## src/rtl/mux_rr_arbiter.sv

```systemverilog
// mux_rr_arbiter: round-robin grant of a 4:1 lane mux into a registered valid/ready output stage
module mux_rr_arbiter #(
    parameter int LANE_W   = 4,
    parameter int MAX_HOLD = 4
) (
    input  logic                  clk,
    input  logic                  rst,
    input  logic [3:0]            req,
    input  logic [3:0]            last,
    input  logic [4*LANE_W-1:0]   lane_data,
    output logic [3:0]            gnt,
    output logic [1:0]            sel,
    output logic [LANE_W-1:0]     out_data,
    output logic                  out_valid,
    input  logic                  out_ready,
    output logic                  busy
);
    localparam int HW = $clog2(MAX_HOLD + 1);
    typedef enum logic {IDLE, GRANT} state_t;
    state_t            r_state;
    logic [1:0]        r_ptr;
    logic [HW-1:0]     r_hold;
    logic [3:0]        r_gnt;
    logic [1:0]        r_sel;
    logic [LANE_W-1:0] r_data;
    logic              r_valid;
    logic              r_busy;
    logic [7:0]        w_dbl;
    logic [3:0]        w_rot;
    logic [1:0]        w_off;
    logic [1:0]        w_win;
    logic [LANE_W-1:0] w_lane;
    logic              w_beat;
    logic              w_rel;
    // Requests rotated so bit 0 is the pointer position; first set bit is the winner's offset.
    assign w_dbl  = {req, req};
    assign w_rot  = 4'(w_dbl >> r_ptr);
    assign w_off  = w_rot[0] ? 2'd0 : w_rot[1] ? 2'd1 : w_rot[2] ? 2'd2 : 2'd3;
    assign w_win  = r_ptr + w_off;
    assign w_lane = lane_data[r_sel*LANE_W +: LANE_W];
    assign w_beat = (r_state == GRANT) && req[r_sel] && (!r_valid || out_ready);
    assign w_rel  = (r_state == GRANT) &&
                    (!req[r_sel] || (w_beat && (last[r_sel] || r_hold == HW'(MAX_HOLD - 1))));
    always_ff @(posedge clk) begin
        if (rst) begin
            r_state <= IDLE;
            r_ptr   <= '0;
            r_hold  <= '0;
            r_gnt   <= '0;
            r_sel   <= '0;
            r_data  <= '0;
            r_valid <= 1'b0;
            r_busy  <= 1'b0;
        end else begin
            if (w_beat) begin
                r_data  <= w_lane;
                r_valid <= 1'b1;
                r_hold  <= r_hold + 1'b1;
            end else if (out_ready) begin
                r_valid <= 1'b0;
            end
            if (r_state == IDLE) begin
                if (|req) begin
                    r_gnt   <= 4'b1 << w_win;
                    r_sel   <= w_win;
                    r_hold  <= '0;
                    r_busy  <= 1'b1;
                    r_state <= GRANT;
                end
            end else if (w_rel) begin
                r_gnt   <= '0;
                r_ptr   <= r_sel + 2'd1;
                r_busy  <= 1'b0;
                r_state <= IDLE;
            end
        end
    end
    assign gnt       = r_gnt;
    assign sel       = r_sel;
    assign out_data  = r_data;
    assign out_valid = r_valid;
    assign busy      = r_busy;
endmodule

```

## config.mk

```make
export PLATFORM = sky130hd
export DESIGN_NAME = mux_rr_arbiter
export DESIGN_NICKNAME = d
export VERILOG_FILES = /design/src/rtl/mux_rr_arbiter.sv
export SDC_FILE = /design/constraint.sdc
export NUM_CORES = 1
export LEC_CHECK = 0
export ABC_AREA = 1
export CORE_MARGIN = 2
export CORE_UTILIZATION = 50
export CTS_BUF_LIST = sky130_fd_sc_hd__clkbuf_8
export DETAILED_ROUTE_END_ITERATION = 7
export PLACE_DENSITY_LB_ADDON = 0.25
export SLEW_MARGIN = 20
export SYNTH_ARGS = -nofsm -noshare
export SYNTH_HDL_FRONTEND = slang
export SYNTH_SLANG_ARGS = --single-unit
export TNS_END_PERCENT = 30
```

## constraint.sdc

```tcl
create_clock -name clk -period 3.35 [get_ports clk]
set_input_delay 0.67 -clock clk [delete_from_list [all_inputs] [get_ports clk]]
set_output_delay 0.67 -clock clk [all_outputs]
set_load 0.02 [all_outputs]
```

Yosys cells after proc, flatten, opt, wreduce, memory -nomap -nowiden

Cells that the tools add are included.

Register bits: 18
Input port bits: 27
Logic and storage cells: 54

Add/sub/neg operators: 3
Order comparisons: 1
Equality and inequality tests: 2
Shift operators: 3
Muxes and demuxes: 21
Bitwise logic cells: 1
Reductions and logical operators: 15

Operators with widths:

| cell                | number |
|---|---|
| $shiftx 16x5->4     | 1 |
| $mux 4              | 3 |
| $mux 1              | 11 |
| $mux 3              | 3 |
| $shr 8x2->3         | 1 |
| $reduce_and 2->1    | 3 |
| $bmux 1 s2          | 2 |
| $logic_and 1x1->1   | 4 |
| $mux 2              | 2 |
| $reduce_bool 2->1   | 2 |
| $reduce_or 4->1     | 1 |
| $shl 1x2->4 const A | 1 |
| $add 3x1->3 const B | 1 |
| $eq 3x2->1 const B  | 1 |
| $logic_or 1x1->1    | 3 |
| $lt 2x3->1 const B  | 1 |
| $add 2x1->2 const B | 1 |
| $add 2x2->2         | 1 |
| $logic_not 1->1     | 2 |
| $ne 2x1->1 const B  | 1 |
| $not 1->1           | 1 |

Logic depth before layout (Yosys ltp)

Gate-level depths: netlist (run 1).

Depth in word-level cells: 9
Gate-level depth with buffers: 13
Gate-level depth less buffers: 13

Worst setup path before layout (run 1)

No wires, ideal clock.

Path kind: in2reg
Start: input port req[1]
End: register r_gnt[1] (netlist: gnt[1])
Setup time: 0.110 ns
Arrival: 1.772 ns
Path slack: 1.468 ns
Stages: 12
Path through: inv_1 -> o21a_1 -> nor2_1 -> nor2_1 -> o31ai_1 -> ha_1 -> inv_1 -> nor2_1 -> nand3_1 -> nand2_1 -> inv_1 -> nor2_1

Elaborated cells between the ends (all ways): 20
Classes of those cells: add/sub: 1; eq/ne: 1; shift: 2; mux: 7; reduce/logical: 9

RTL lines:

| element              | RTL line | source |
|---|---|---|
| start, declared      | 8        | `input logic [3:0] req,` |
| $shr 8x2->3 (*)      | 37       | `assign w_rot = 4'(w_dbl >> r_ptr);` |
| $mux 1               | 38       | `assign w_off = w_rot[0] ? 2'd0 : w_rot[1] ? 2'd1 : w_rot[2] ? 2'd2 : 2'd3;` |
| $mux 2               | 38       |  |
| $mux 2 (*)           | 38       |  |
| $add 2x2->2 (*)      | 39       | `assign w_win = r_ptr + w_off;` |
| named net w_win[0]   | 31       | `logic [1:0] w_win;` |
| $shl 1x2->4 (*)      | 64       | `r_gnt <= 4'b1 << w_win;` |
| $mux 4 (*)           | 63       | `if (\|req) begin` |
| $mux 4 (*)           | 62       | `if (r_state == IDLE) begin` |
| end signal, assigned | 64       |  |
| end, declared        | 23       | `logic [3:0] r_gnt;` |

The timed path passes the listed nets; every way through them passes the cells marked *. The select of a mux whose other input is x is not followed.
A chain may end at the register's enable or synchronous reset.

Worst setup path after layout (run 1)

Start: input port req[3]
End: register r_gnt[1] (netlist: gnt[1])

The elaborated chain is that of the path after synthesis.

==> results by stage, run 1 <==
Synth:
- The synthesized design contains 18 register bits.
- The combined area of all synthesized cells is 1101 sq um.
- The Yosys step of the flow raised 0 warnings.
- The share of the synthesized netlist area taken by xor and xnor gates is less than 1%.
- Synthesis produced 173 cells.
- In this run, distinct cell masters in the synthesized netlist total 23.
- Of the total synthesized cell area, the portion taken by AND, OR, NAND and NOR gates is 33.41%.
- In the synthesized netlist, mux cells make up 0% of the area.
- The sequential fraction of the synthesis area is 32.73%.
- The number of nets handed over by synthesis was between 200 and 250.
- The main combinational cell family by area after synthesis is simple AND/OR/NAND/NOR gates.
- The post-synthesis adder-cell area fraction is 3.409%.
- The synthesized-area fraction occupied by ao, oa, aoi and oai cells is between 15 and 20%.
- The per-instance average area after synthesis is 6.364 sq um.

Clock tree:
- In this run, post-CTS repair resized a total of 0 instances.
- The clock sink total is 18.
- In this run, post-CTS hold repair placed 0 buffers.
- In this run the deepest clock path goes through 2 buffers.
- The clock-pin slew of the registers on the worst-case setup and hold paths is 0.07 ns.
- The CTS tree is yes.
- Once the clock tree was built, the setup fixing pass inserted 0 buffers.
- The total CTS buffers is 3.
- The clock root buffer master is clkbuf_8.
- The maximum level of the CTS H-tree is 1.
- The clock latency on the worst-skew pair is 0.25 ns.

Placed design:
- The placed cell area is around 1500 sq um.
- The global placer's final weighted congestion is 0.8441.
- The number of placed instances, taps included, is 232.
- The post-detailed-placement half-perimeter wirelength is 2012 um.
- The number of port buffers is 38.

Power:
- The leakage power of the design is around 0.65 nW.
- VDD sags by at most 438.4 uV.
- The overall power is 911.2 uW.
- The combinational fraction of design power is 49.0%.
- The internal power of the cells totals 531.5 uW.
- The net switching fraction of the power is 41.67%.
- In this run the power spent charging and discharging nets is 379.7 uW.
- For this design the ratio of total power to cell area is 601.4 nW/um^2.
- The relative contribution of sequential cells to total power is around a third.
- The clock network is responsible for 16.5% of the overall power.

Routing:
- The count of routing violations after the opening detailed-route iteration is 41.
- After detailed routing, the number of vias per cell comes to between 5 and 6.
- After detailed routing, the number of remaining DRC violations is 0.
- The met3 wirelength from detailed routing is between 150 and 200 um.
- The pre-antenna-repair detailed-routing pass consisted of 4 iterations.
- The average detailed-routed wire length per instance is about 11 um.
- The total met2 wirelength after detailed routing is 1209 um.
- The final route contains 1181 vias.
- In this run the remaining antenna-violating nets after routing total 0.
- The highest metal layer used by the detailed router is met4.
- The sum of routed wire segments on met1 is 1257 um.
- The total wirelength of the detailed-routed design is 2683 um.

Timing:
- Based on the critical path, the design can be clocked at up to 432.9 MHz.
- The final critical-path share of the clock period is a little under 70%.
- The clock arrives with 0.004477 ns of skew.
- Setup repair after global routing left no endpoint under its margin.
- The number of pins exceeding their max-slew limit in the final report is 0.
- The setup violation total in the final timing report is 0.
- For the pin with the worst max-slew slack, the measured transition is 0.5290 ns.
- The number of hold-slack violations in the final timing report is 0.
- The final critical-path required period is roughly 2.3 ns.
- In this run the tightest slew margin relative to its limit is 64.68%.
- Summed over all failing endpoints, the final setup total negative slack is 0 ns.

Finish:
- The finished cells cover 1515 sq um.
- The total number of nets in the final design is 240.
- The final non-filler cell total is between 200 and 250.
- The core utilization of the finished layout is 74.94%.
- The number of antenna repair diodes is 0.
- The fraction of final layout cells with drive strength greater than 1 is 4.327%.
- The area growth from synthesis to layout is 37.61%.

Flow run:
- The number of maximum-capacitance constraint violations is 0.

Worst hold path:
- The min-delay analysis places its worst path in the category reg -> reg.
- The startpoint identified for the worst hold timing path is out_data[0]$_SDFFE_PP0P_.
- The worst hold path cell count is 2.

Critical path:
- The class of the most critical setup path is in -> reg.
- The critical path endpoint category is a register.
- STA puts the critical path data arrival time at 2.47 ns.
- The critical path startpoint is req[3].
- The required time at the worst-slack endpoint is 3.51 ns.
- The worst setup path is launched from a primary input.
- The reg-to-reg critical path startpoint is sel[0]$_SDFFE_PP0P_.
- Counting cells, the worst reg-to-reg path comes to 11.
- Along the worst path, the maximum fanout reaches 3.

Status:
- The flow ran to the end, and the final reports show no timing, DRC or antenna violations.

Die:
- The starting density of the core is 54.46%.
- Pin placement for this block handled 39 I/O pins.
- The vertical extent of the die is roughly 51 um.
- After floorplanning, the core was sized to cover 2022 sq um.
- The floorplan step set the die width to 50.93 um.
- The area enclosed by the die boundary is roughly 2600 sq um.
- After floorplanning, the core was divided into 16 placement rows.

Global routing:
- The initial antenna violation count is 0.
- The leftover overflow at the end of global routing is 0.
- The maximum number of pins on one net before global-route repair is 17.
- The wire length of the first global-routing pass is 4547 um.
- The number of global-route vias before repair is around 1100.
- In the global route stage, overall resource usage came out at a little under a quarter.
-- power groups by stage --
stage / combinational [mW] / sequential [mW] / clock, mW
after floorplan: 0.296 / 0.329 / 0
final: 0.446 / 0.315 / 0.150
after detailed placement: 0.442 / 0.319 / 0
after global routing: 0.500 / 0.325 / 0.158
after global placement: 0.430 / 0.317 / 0
after CTS: 0.446 / 0.315 / 0.149
-- Yosys cell counts --
master	instances	area share (%)
o31ai_1	1	0.68
nand2_2	1	0.57
inv_1	23	7.8
clkbuf_1	1	0.34
nand2_1	37	13
or2_0	1	0.57
ha_1	3	3.4
o21ai_1	4	1.8
a21oi_1	12	5.5
xnor2_1	1	0.80
nor2_1	30	10
inv_2	1	0.34
o21ai_0	10	4.5
buf_6	2	2.0
dfxtp_1	18	33
o21a_1	1	0.68
buf_2	3	1.4
nand2_4	1	1.0
nand3_4	1	1.6
a211oi_1	1	0.68
o21ai_2	2	1.6
o22ai_1	4	2.3
nand3_1	15	6.8
-- worst max-delay path, cell delays in order --
cell and delay [ns]:
clkdlybuf4s50_1 0.48, inv_1 0.07, nor2_1 0.13, a21oi_1 0.06
nor2_1 0.11, nor2_1 0.05, o31ai_1 0.22, ha_1 0.31
inv_1 0.08, nor2_1 0.04, nand3_1 0.10, nand2_1 0.06
inv_1 0.05, nor2_1 0.04
-- flip-flops by register name (all words and copies together), names as in the netlist --
name       flops
gnt            4
out_data       4
r_hold         3
r_ptr          2
sel            2
busy           1
out_valid      1
r_state        1
-- final cells by class --
class                      instances  area, sq um
multi-input combinational        125        609.3
fill                             160        506.7
timing repair buffer              38        380.4
sequential                        18        360.3
inverter                          24        90.09
clock buffer                       3        41.29
tap                               27        33.78
-- per-stage QoR --
| stage | hold slack (ns) | worst slack (ns) |
|---|---|---|
| floorplan | 0.4543 | 1.468 |
| global placement | 0.4536 | 0.8590 |
| detailed placement | 0.4591 | 0.8115 |
| CTS | 0.4678 | 1.057 |
| global route | 0.5000 | 0.7914 |
| finish | 0.4634 | 1.040 |
-- logic make-up (layout without fill, tap and decap cells) --
family | after synthesis | in the layout
AND/OR/NAND/NOR | 86 | 86
AO/OA/AOI/OAI | 35 | 35
buffers and inverters | 30 | 65
flip-flops | 18 | 18
adder cells (fa/ha/maj) | 3 | 3
XOR/XNOR | 1 | 1
-- per-layer routing --
metal / track usage, % / vias up
met4: 8.559 / 0
met3: 4.094 / 4
li1: - / 622
met5: 0 / -
met1: 27.37 / 510
met2: 40.26 / 45
-- cell usage in the layout (no fill, tap or decap), drive strengths merged --
cell type and count:
nor2 30, nand3 16, o21a 1, inv 24, o21ai 16, or2 1, ha 3, o22ai 4
clkdlybuf4s50 38, clkbuf 3, a21oi 12, a211oi 1, o31ai 1, nand2 39, xnor2 1, dfxtp 18
-- path summary, 6_finish.rpt --
check	end	slack, ns
setup / recovery	gnt[1]$_SDFFE_PP0P_	1.04
hold / removal	out_data[0]$_SDFFE_PP0P_	0.46
setup reg to reg	gnt[0]$_SDFFE_PP0P_	1.48
hold reg to reg	out_data[0]$_SDFFE_PP0P_	0.46
(Power assumes the default switching activity.)
==> run 2, diff against run 1 <==
Settings changed: CORE_UTILIZATION 50 to 42.
Clock period 3.35 ns to 2.1 ns, I/O delays scaled along.
==> run 2 against run 1 <==
Final area grew 4.7%. Critical path depth shrank 1. First-iteration DRC count grew 9.8%. Sequential power grew 57%. Combinational power grew 72%. Sequential cell count is the same. Wire length grew 4.7%. Clock-buffer cell count grew 1. Critical path type unchanged. Highest routed layer unchanged.
==> results by stage, run 2 (synthesis gave the netlist of run 1 again) <==
Placed design:
- The global placer's final weighted congestion is 0.8058 (-4.5%).
- The post-detailed-placement half-perimeter wirelength is 2154 um (+7.1%).
- The number of port buffers is 38 (unchanged).

Global routing:
- The global routing usage on met3 is 3.747% (-0.35 points).
- The leftover overflow at the end of global routing is 0 (unchanged).
- The initial antenna violation count was 0 (unchanged).
- The routing usage on met2 came to 32.82% (-7.4 points).
- The overall track demand over capacity in global routing is 20.13% (-2.7 points).
- The number of global-route vias before repair is 1169 (+8.0%).
- The global-route track usage on met1 is 25.73% (-1.6 points).
- The peak-usage layer in the global routing report is met2.
- The wire length of the first global-routing pass is 5030 um (+11%).
- The maximum number of pins on one net before global-route repair came to 14 (-3).

Finish:
- The number of antenna repair diodes came to 0 (unchanged).
- In the layout the commonest cells are nand2_1, clkdlybuf4s50_1, nor2_1.
- The most common cell after layout, fill and taps aside is nand2_1.
- The fraction of final layout cells with drive strength greater than 1 was 9.346% (+5.0 points).
- The total number of nets in the final design is 245 (+2.1%).
- The area growth from synthesis to layout is 44.09%.

Critical path:
- The reg-to-reg critical path startpoint is r_ptr[0]$_SDFFE_PP0P_.
- The critical path depth in cells came to 13 (-1).
- The worst setup path is captured at a register.
- The worst register-to-register path ends at gnt[1]$_SDFFE_PP0P_.
- Walking the worst path, the cells encountered are clkdlybuf4s50_1 > inv_1 > nand2_1 > o21ai_1 > nor2_1 > o31ai_2 > ha_1 > inv_2 > nor2_1 > nand3_1 > nand2_1 > inv_1 > nor2_1.
- The arrival time reported for the critical path endpoint is 2.09 ns (-0.38 ns).
- The critical path launch point type is a primary input.
- The category of cells accounting for the largest share of critical-path delay is buffers and inverters.
- The reg-to-reg setup timing slack came to 0.22 ns (-1.26 ns).
- The number of cells traversed by the worst register-to-register path is 11 (unchanged).
- The class of the most critical setup path is in -> reg.
- The peak per-stage delay on the critical path is 0.40 ns (-0.08 ns).
- The largest fanout of any net on the critical path is 3 (unchanged).
- The most critical setup path has its endpoint at gnt[1]$_SDFFE_PP0P_.
- The library cell contributing the largest single delay on the critical path is clkdlybuf4s50_1.
- The combined buffer and inverter count along the critical path is 4 (unchanged).
- The critical path starts at req[1].
- The most numerous cell type found on the critical path is nor2_1.
- The required time at the worst-slack endpoint came to 2.26 ns (-1.25 ns).

Clock tree:
- TritonCTS built the clock tree.
- The total CTS buffers came to 3 (unchanged).
- The maximum level of the CTS H-tree is 1 (unchanged).
- The maximum clock insertion buffer count came to 2 (unchanged).
- The clock sink total is 18 (unchanged).
- The clock latency on the worst-skew pair was 0.26 ns (about the same).
- The clock-pin slew of the registers on the worst-case setup and hold paths is 0.07 ns (about the same).
- The clock root buffer master is clkbuf_8.
- The number of buffers inserted for hold repair after clock tree synthesis came to 0 (unchanged).

Die:
- The area enclosed by the die boundary is 3047 sq um (+17%).
- The number of top-level design ports is 39 (unchanged).
- The width of the chip is 55.20 um (+8.4%).
- The vertical extent of the die was 55.20 um (+8.4%).
- The starting density of the core is 44.44% (-10 points).
- The total number of placement rows is 18 (+2).
- The placeable core region is 2477 sq um (+23%).

Timing:
- The transition time at the pin with the least slew margin is 0.3915 ns (-0.1375 ns).
- Setup repair after global routing left no endpoint under its margin.
- The remaining max-slew budget at the tightest pin came to 73.87% (+9.2 points).
- The number of pins exceeding their max-slew limit in the final report was 0 (unchanged).
- The final critical-path share of the clock period is 91.71%.
- The final-layout worst hold slack is 0.4682 ns (+0.004821 ns).
- For this run, the top clock speed supported by timing is roughly 520 MHz.
- The final critical-path required period is 1.926 ns.
- The worst clock skew is 0.002806 ns (-0.001670 ns).
- The number of hold-slack violations in the final timing report is 0 (unchanged).
- The setup violation total in the final timing report is 0 (unchanged).

Power:
- The switching power is 633.5 uW (+67%).
- The relative contribution of sequential cells to total power came to 31.8% (-2.8 points).
- The cell area power density is 977.5 nW/um^2 (+63%).
- The leakage power of the design is 0.7051 nW (+7.9%).
- The internal cell power is 917.3 uW (+73%).
- The clock share of power was 18.7% (+2.2 points).
- The net switching fraction of the power is 40.85% (-0.82 points).
- The maximum VDD drop is 699.3 uV (+60%).
- The overall power is 1.551 mW (+70%).
- The combinational fraction of design power is 49.5% (+0.5 points).

Routing:
- The average detailed-routed wire length per instance is 11.52 um (+0.87%).
- The first-pass iteration count of the detailed router is 4 (unchanged).
- The remaining number of nets flagged by the antenna check after routing came to 0 (unchanged).
- The detail-routed via count per cell is 4.906 (-2.4%).
- The detailed-route DRC error count came to 0 (unchanged).
- The number of vias in the routed layout is 1197 (+1.4%).
- The count of routing violations after the opening detailed-route iteration came to 45 (+9.8%).
- The total wirelength of the detailed-routed design is 2810 um (+4.7%).

Flow run:
- The number of maximum-capacitance constraint violations is 0 (unchanged).

Worst hold path:
- The launch point of the worst hold path is out_data[0]$_SDFFE_PP0P_.
- In this run the worst hold path is classified as reg -> reg.

Status:
- The flow ran to the end, and the final reports show no timing, DRC or antenna violations.
## run 2: cell types whose count changed in the layout (fill, tap and decap cells not counted), sizes merged
cell | previous run | this run
clkbuf | 3 | 4
clkdlybuf4s50 | 38 | 36
dlymetal6s2s | 0 | 2
buf | 0 | 5
## run 2: metrics by stage
stage | TNS, ns | instance area (sq um) | utilization (%) | setup slack, ns | instances
after floorplan | 0 | 1101 | - | 0.4657 | 173
after global placement | -0.4982 | 1515 | 61.16 | -0.1384 | 240
after detailed placement | -0.7755 | 1515 | 61.16 | -0.1735 | 240
after CTS | 0 | 1570 | 63.38 | 0.09309 | 244
after global routing | 0 | 1587 | 64.04 | 0.003646 | 244
final | 0 | 1587 | 64.04 | 0.1740 | 244
## run 2: power by group through the flow
| stage | combinational [mW] | sequential, mW | clock [mW] |
|---|---|---|---|
| finish | 0.768 | 0.493 | 0.290 |
| global route | 0.854 | 0.508 | 0.307 |
| CTS | 0.753 | 0.492 | 0.292 |
| detailed placement | 0.748 | 0.499 | 0 |
| global placement | 0.733 | 0.495 | 0 |
| floorplan | 0.472 | 0.525 | 0 |
## run 2: worst min-delay path: stages (launching register included)
cell	delay, ns
dfxtp_1	0.31
nand2_1	0.06
a21oi_1	0.06
## run 2: worst min path at each step
| stage | endpoint | cells after the start |
|---|---|---|
| 2_1_floorplan | r_hold[0]$_SDFF_PP0_ | 2 |
| 3_3_place_gp | out_data[0]$_SDFFE_PP0P_ | 2 |
| 3_5_place_dp | out_data[0]$_SDFFE_PP0P_ | 2 |
| 4_1_cts | out_data[0]$_SDFFE_PP0P_ | 2 |
| 5_1_grt | out_data[3]$_SDFFE_PP0P_ | 2 |
| 6_report | out_data[0]$_SDFFE_PP0P_ | 2 |
## run 2: timing repair
action	in CTS	in global routing
buffers inserted	0	0
endpoints found under the setup margin	0	5
resized for setup	0	7
## run 2: layer usage
layer	part of all wire (%)	wire [um]
met1	49	1371
met2	45	1267
met3	3.7	104
met4	2.4	67
met5	0	0
## run 2: cell type report
class | instances | area (sq um)
fill | 217 | 890.9
tap | 30 | 37.54
sequential | 18 | 360.3
timing repair buffer | 43 | 422.9
clock buffer | 4 | 55.05
inverter | 24 | 90.09
multi-input combinational | 125 | 620.6
==> run 3, diff against run 2 <==
--- a/config.mk
+++ b/config.mk
@@ -8,5 +8,5 @@
 export ABC_AREA = 1
 export CORE_MARGIN = 2
-export CORE_UTILIZATION = 42
+export CORE_UTILIZATION = 50
 export CTS_BUF_LIST = sky130_fd_sc_hd__clkbuf_8
 export DETAILED_ROUTE_END_ITERATION = 7
==> constraint.sdc (replaced) <==
create_clock -name clk -period 2.3 [get_ports clk]
set_input_delay 0.575 -clock clk [delete_from_list [all_inputs] [get_ports clk]]
set_output_delay 0.575 -clock clk [all_outputs]
set_load 0.02 [all_outputs]
==> run 3 against run 2 <==
Die area is 15% lower. First-iteration DRC count is 6.7% lower. Critical endpoint unchanged. Worst hold slack worse by 0.00092 ns. Critical path type unchanged.
==> results by stage, run 3 (synthesis gave the netlist of run 1 again) <==
Critical path:
- The number of cells traversed by the worst register-to-register path came to 12 (+1).
- The peak per-stage delay on the critical path is 0.45 ns (+0.05 ns).
- The reg-to-reg critical path startpoint is r_ptr[0]$_SDFFE_PP0P_.
- STA classifies the critical path endpoint as a register.
- Traced cell by cell, the critical path runs through clkdlybuf4s50_1 > inv_1 > o21a_1 > nor2_1 > nor2_1 > o31ai_1 > ha_2 > inv_2 > nor2_1 > nand3_1 > nand2_1 > inv_1 > nor2_1.
- The largest fanout of any net on the critical path is 3 (unchanged).
- The arrival time reported for the critical path endpoint is 2.35 ns (+0.26 ns).
- The worst register-to-register path ends at gnt[1]$_SDFFE_PP0P_.
- The slowest stage of the critical path is the clkdlybuf4s50_1 cell.
- The reg-to-reg setup timing slack is 0.36 ns (+0.14 ns).
- The required time at the worst-slack endpoint is 2.46 ns (+0.20 ns).
- The class of the most critical setup path is in -> reg.
- The cell that appears most often on the critical path is nor2_1.
- The critical path launch point type is a primary input.

Routing:
- The met3 wirelength from detailed routing was 122 um (+17%).
- The detailed-route DRC error count was 0 (unchanged).
- The sum of routed wire segments on met1 is 1320 um (-3.7%).
- The first-pass iteration count of the detailed router is 4 (unchanged).
- The average detailed-routed wire length per instance is 11.77 um (+2.2%).
- Signal routing reaches up to met4.
- The count of routing violations after the opening detailed-route iteration was 42 (-6.7%).
- The remaining number of nets flagged by the antenna check after routing came to 0 (unchanged).
- The detail-routed via count per cell was 5.021 (+2.3%).
- The total wirelength of the detailed-routed design was 2848 um (+1.4%).
- The number of vias in the routed layout came to 1215 (+1.5%).
- The total met2 wirelength after detailed routing is 1386 um (+9.4%).

Finish:
- The post-route standard cell area excluding fillers is 1593 sq um (+0.39%).
- The number of antenna repair diodes was 0 (unchanged).
- The fraction of final layout cells with drive strength greater than 1 is 10.23% (+0.89 points).
- The area taken by flip-flops and latches is 360.3 sq um (unchanged).
- The total number of nets in the final design is 246 (+0.41%).
- Relative to the synthesized area, the layout overhead comes to 44.66%.
- The most common cell after layout, fill and taps aside is nand2_1.
- The area occupied by multi-input gates was 623.1 sq um (+0.40%).
- The filler cell count in the final layout is 157 (-28%).
- In the layout the commonest cells are nand2_1, clkdlybuf4s50_1, nor2_1.

Timing:
- The maximum achievable frequency is around 460 MHz.
- The transition time at the pin with the least slew margin was 0.3935 ns (+0.001953 ns).
- Setup repair after global routing could not meet its margin everywhere.
- The setup violation total in the final timing report is 0 (unchanged).
- The number of pins exceeding their max-slew limit in the final report is 0 (unchanged).
- The worst clock skew is 0.002824 ns (+0.00001790 ns).
- The final critical-path required period is about 2.2 ns.
- The number of hold-slack violations in the final timing report is 0 (unchanged).
- The remaining max-slew budget at the tightest pin is 73.74% (-0.13 points).
- The final critical-path share of the clock period is 95.36%.

Die:
- The width of the chip was 50.93 um (-7.7%).
- The area enclosed by the die boundary is 2593 sq um (-15%).
- The total number of placement rows is 16 (-2).
- The number of top-level design ports is 39 (unchanged).
- The placeable core region came to 2022 sq um (-18%).
- The starting density of the core was 54.46% (+10 points).
- The vertical extent of the die is 50.93 um (-7.7%).

Clock tree:
- The maximum level of the CTS H-tree is 1 (unchanged).
- The clock latency on the worst-skew pair is 0.25 ns (about the same).
- The post-cts repair resize count is 0 (unchanged).
- The clock-pin slew of the registers on the worst-case setup and hold paths is 0.07 ns (about the same).
- The CTS tree is yes.
- The number of buffers added for setup after CTS was 0 (unchanged).
- The maximum clock insertion buffer count is 2 (unchanged).
- The clock sink total is 18 (unchanged).
- In this run the clock root is driven by a clkbuf_8.
- The number of buffers inserted for hold repair after clock tree synthesis came to 0 (unchanged).
- The total CTS buffers came to 3 (unchanged).

Global routing:
- The number of global-route vias before repair is 1161 (-0.68%).
- The wire length of the first global-routing pass was 4885 um (-2.9%).
- The leftover overflow at the end of global routing is 0 (unchanged).
- The maximum number of pins on one net before global-route repair is 14 (unchanged).
- The initial antenna violation count came to 0 (unchanged).
- The overall track demand over capacity in global routing came to 24.12% (+4.0 points).

Power:
- The leakage power of the design came to 0.7055 nW (about the same).
- The overall power is 1.416 mW (-8.7%).
- The cell area power density is 889.2 nW/um^2 (-9.0%).
- The maximum VDD drop is 627.8 uV (-10%).

Worst hold path:
- The tightest min-delay check is of the reg -> reg type.
- The worst hold path cell count is 2 (unchanged).
- The worst hold path begins at out_data[3]$_SDFFE_PP0P_.
- The worst hold path endpoint is out_data[3]$_SDFFE_PP0P_.

Status:
- The run finished with clean final reports.

Flow run:
- The number of maximum-capacitance constraint violations is 0 (unchanged).

Placed design:
- The global placer's final weighted congestion was 0.8233 (+2.2%).
- The post-detailed-placement half-perimeter wirelength is 2142 um (-0.53%).
- The number of port buffers was 38 (unchanged).
- The placed cell area is 1519 sq um (+0.25%).
## run 3: how the worst max path moves through the flow
stage / startpoint / endpoint / cells after the start
floorplan: req[1] / gnt[1]$_SDFFE_PP0P_ / 12
global placement: req[3] / gnt[1]$_SDFFE_PP0P_ / 14
detailed placement: req[3] / gnt[2]$_SDFFE_PP0P_ / 11
CTS: req[3] / gnt[1]$_SDFFE_PP0P_ / 14
global route: req[1] / gnt[2]$_SDFFE_PP0P_ / 10
finish: req[1] / gnt[1]$_SDFFE_PP0P_ / 13
## run 3: layout make-up
cell class | instances | area share (%)
tap | 27 | 2.121
timing repair buffer | 44 | 27.02
sequential | 18 | 22.62
inverter | 24 | 5.656
clock buffer | 4 | 3.456
multi-input combinational | 125 | 39.12
## run 3: layer usage
metal  vias to the layer above  global-route usage (%)
met2                        32                   43.07
met4                         0                   5.405
met1                       543                   30.46
li1                        637                       -
met5                         -                       0
met3                         3                   3.509
## run 3: power by group
group	switching (mW)	internal (mW)	total (mW)
clock network	0.101	0.152	0.253
logic	0.400	0.314	0.715
registers	0.0714	0.377	0.449
total	0.573	0.844	1.42
## run 3: stage by stage
step	setup slack, ns	hold WS [ns]	utilization (%)	setup TNS [ns]	instances
after floorplan	0.5133	0.4543	-	0	173
after global placement	-0.07697	0.4539	75.12	-0.2760	238
after detailed placement	-0.09995	0.4596	75.12	-0.4250	238
after CTS	0.1139	0.4699	77.85	0	242
after global routing	-0.01095	0.4883	78.77	-0.01542	242
final	0.1067	0.4673	78.77	0	242
## run 3: critical path, delay by kind of cell
family | cells | cell delay [ns]
buf+inv | 4 | 0.63
compound gates | 2 | 0.41
simple gates | 6 | 0.38
fa+ha+maj | 1 | 0.33
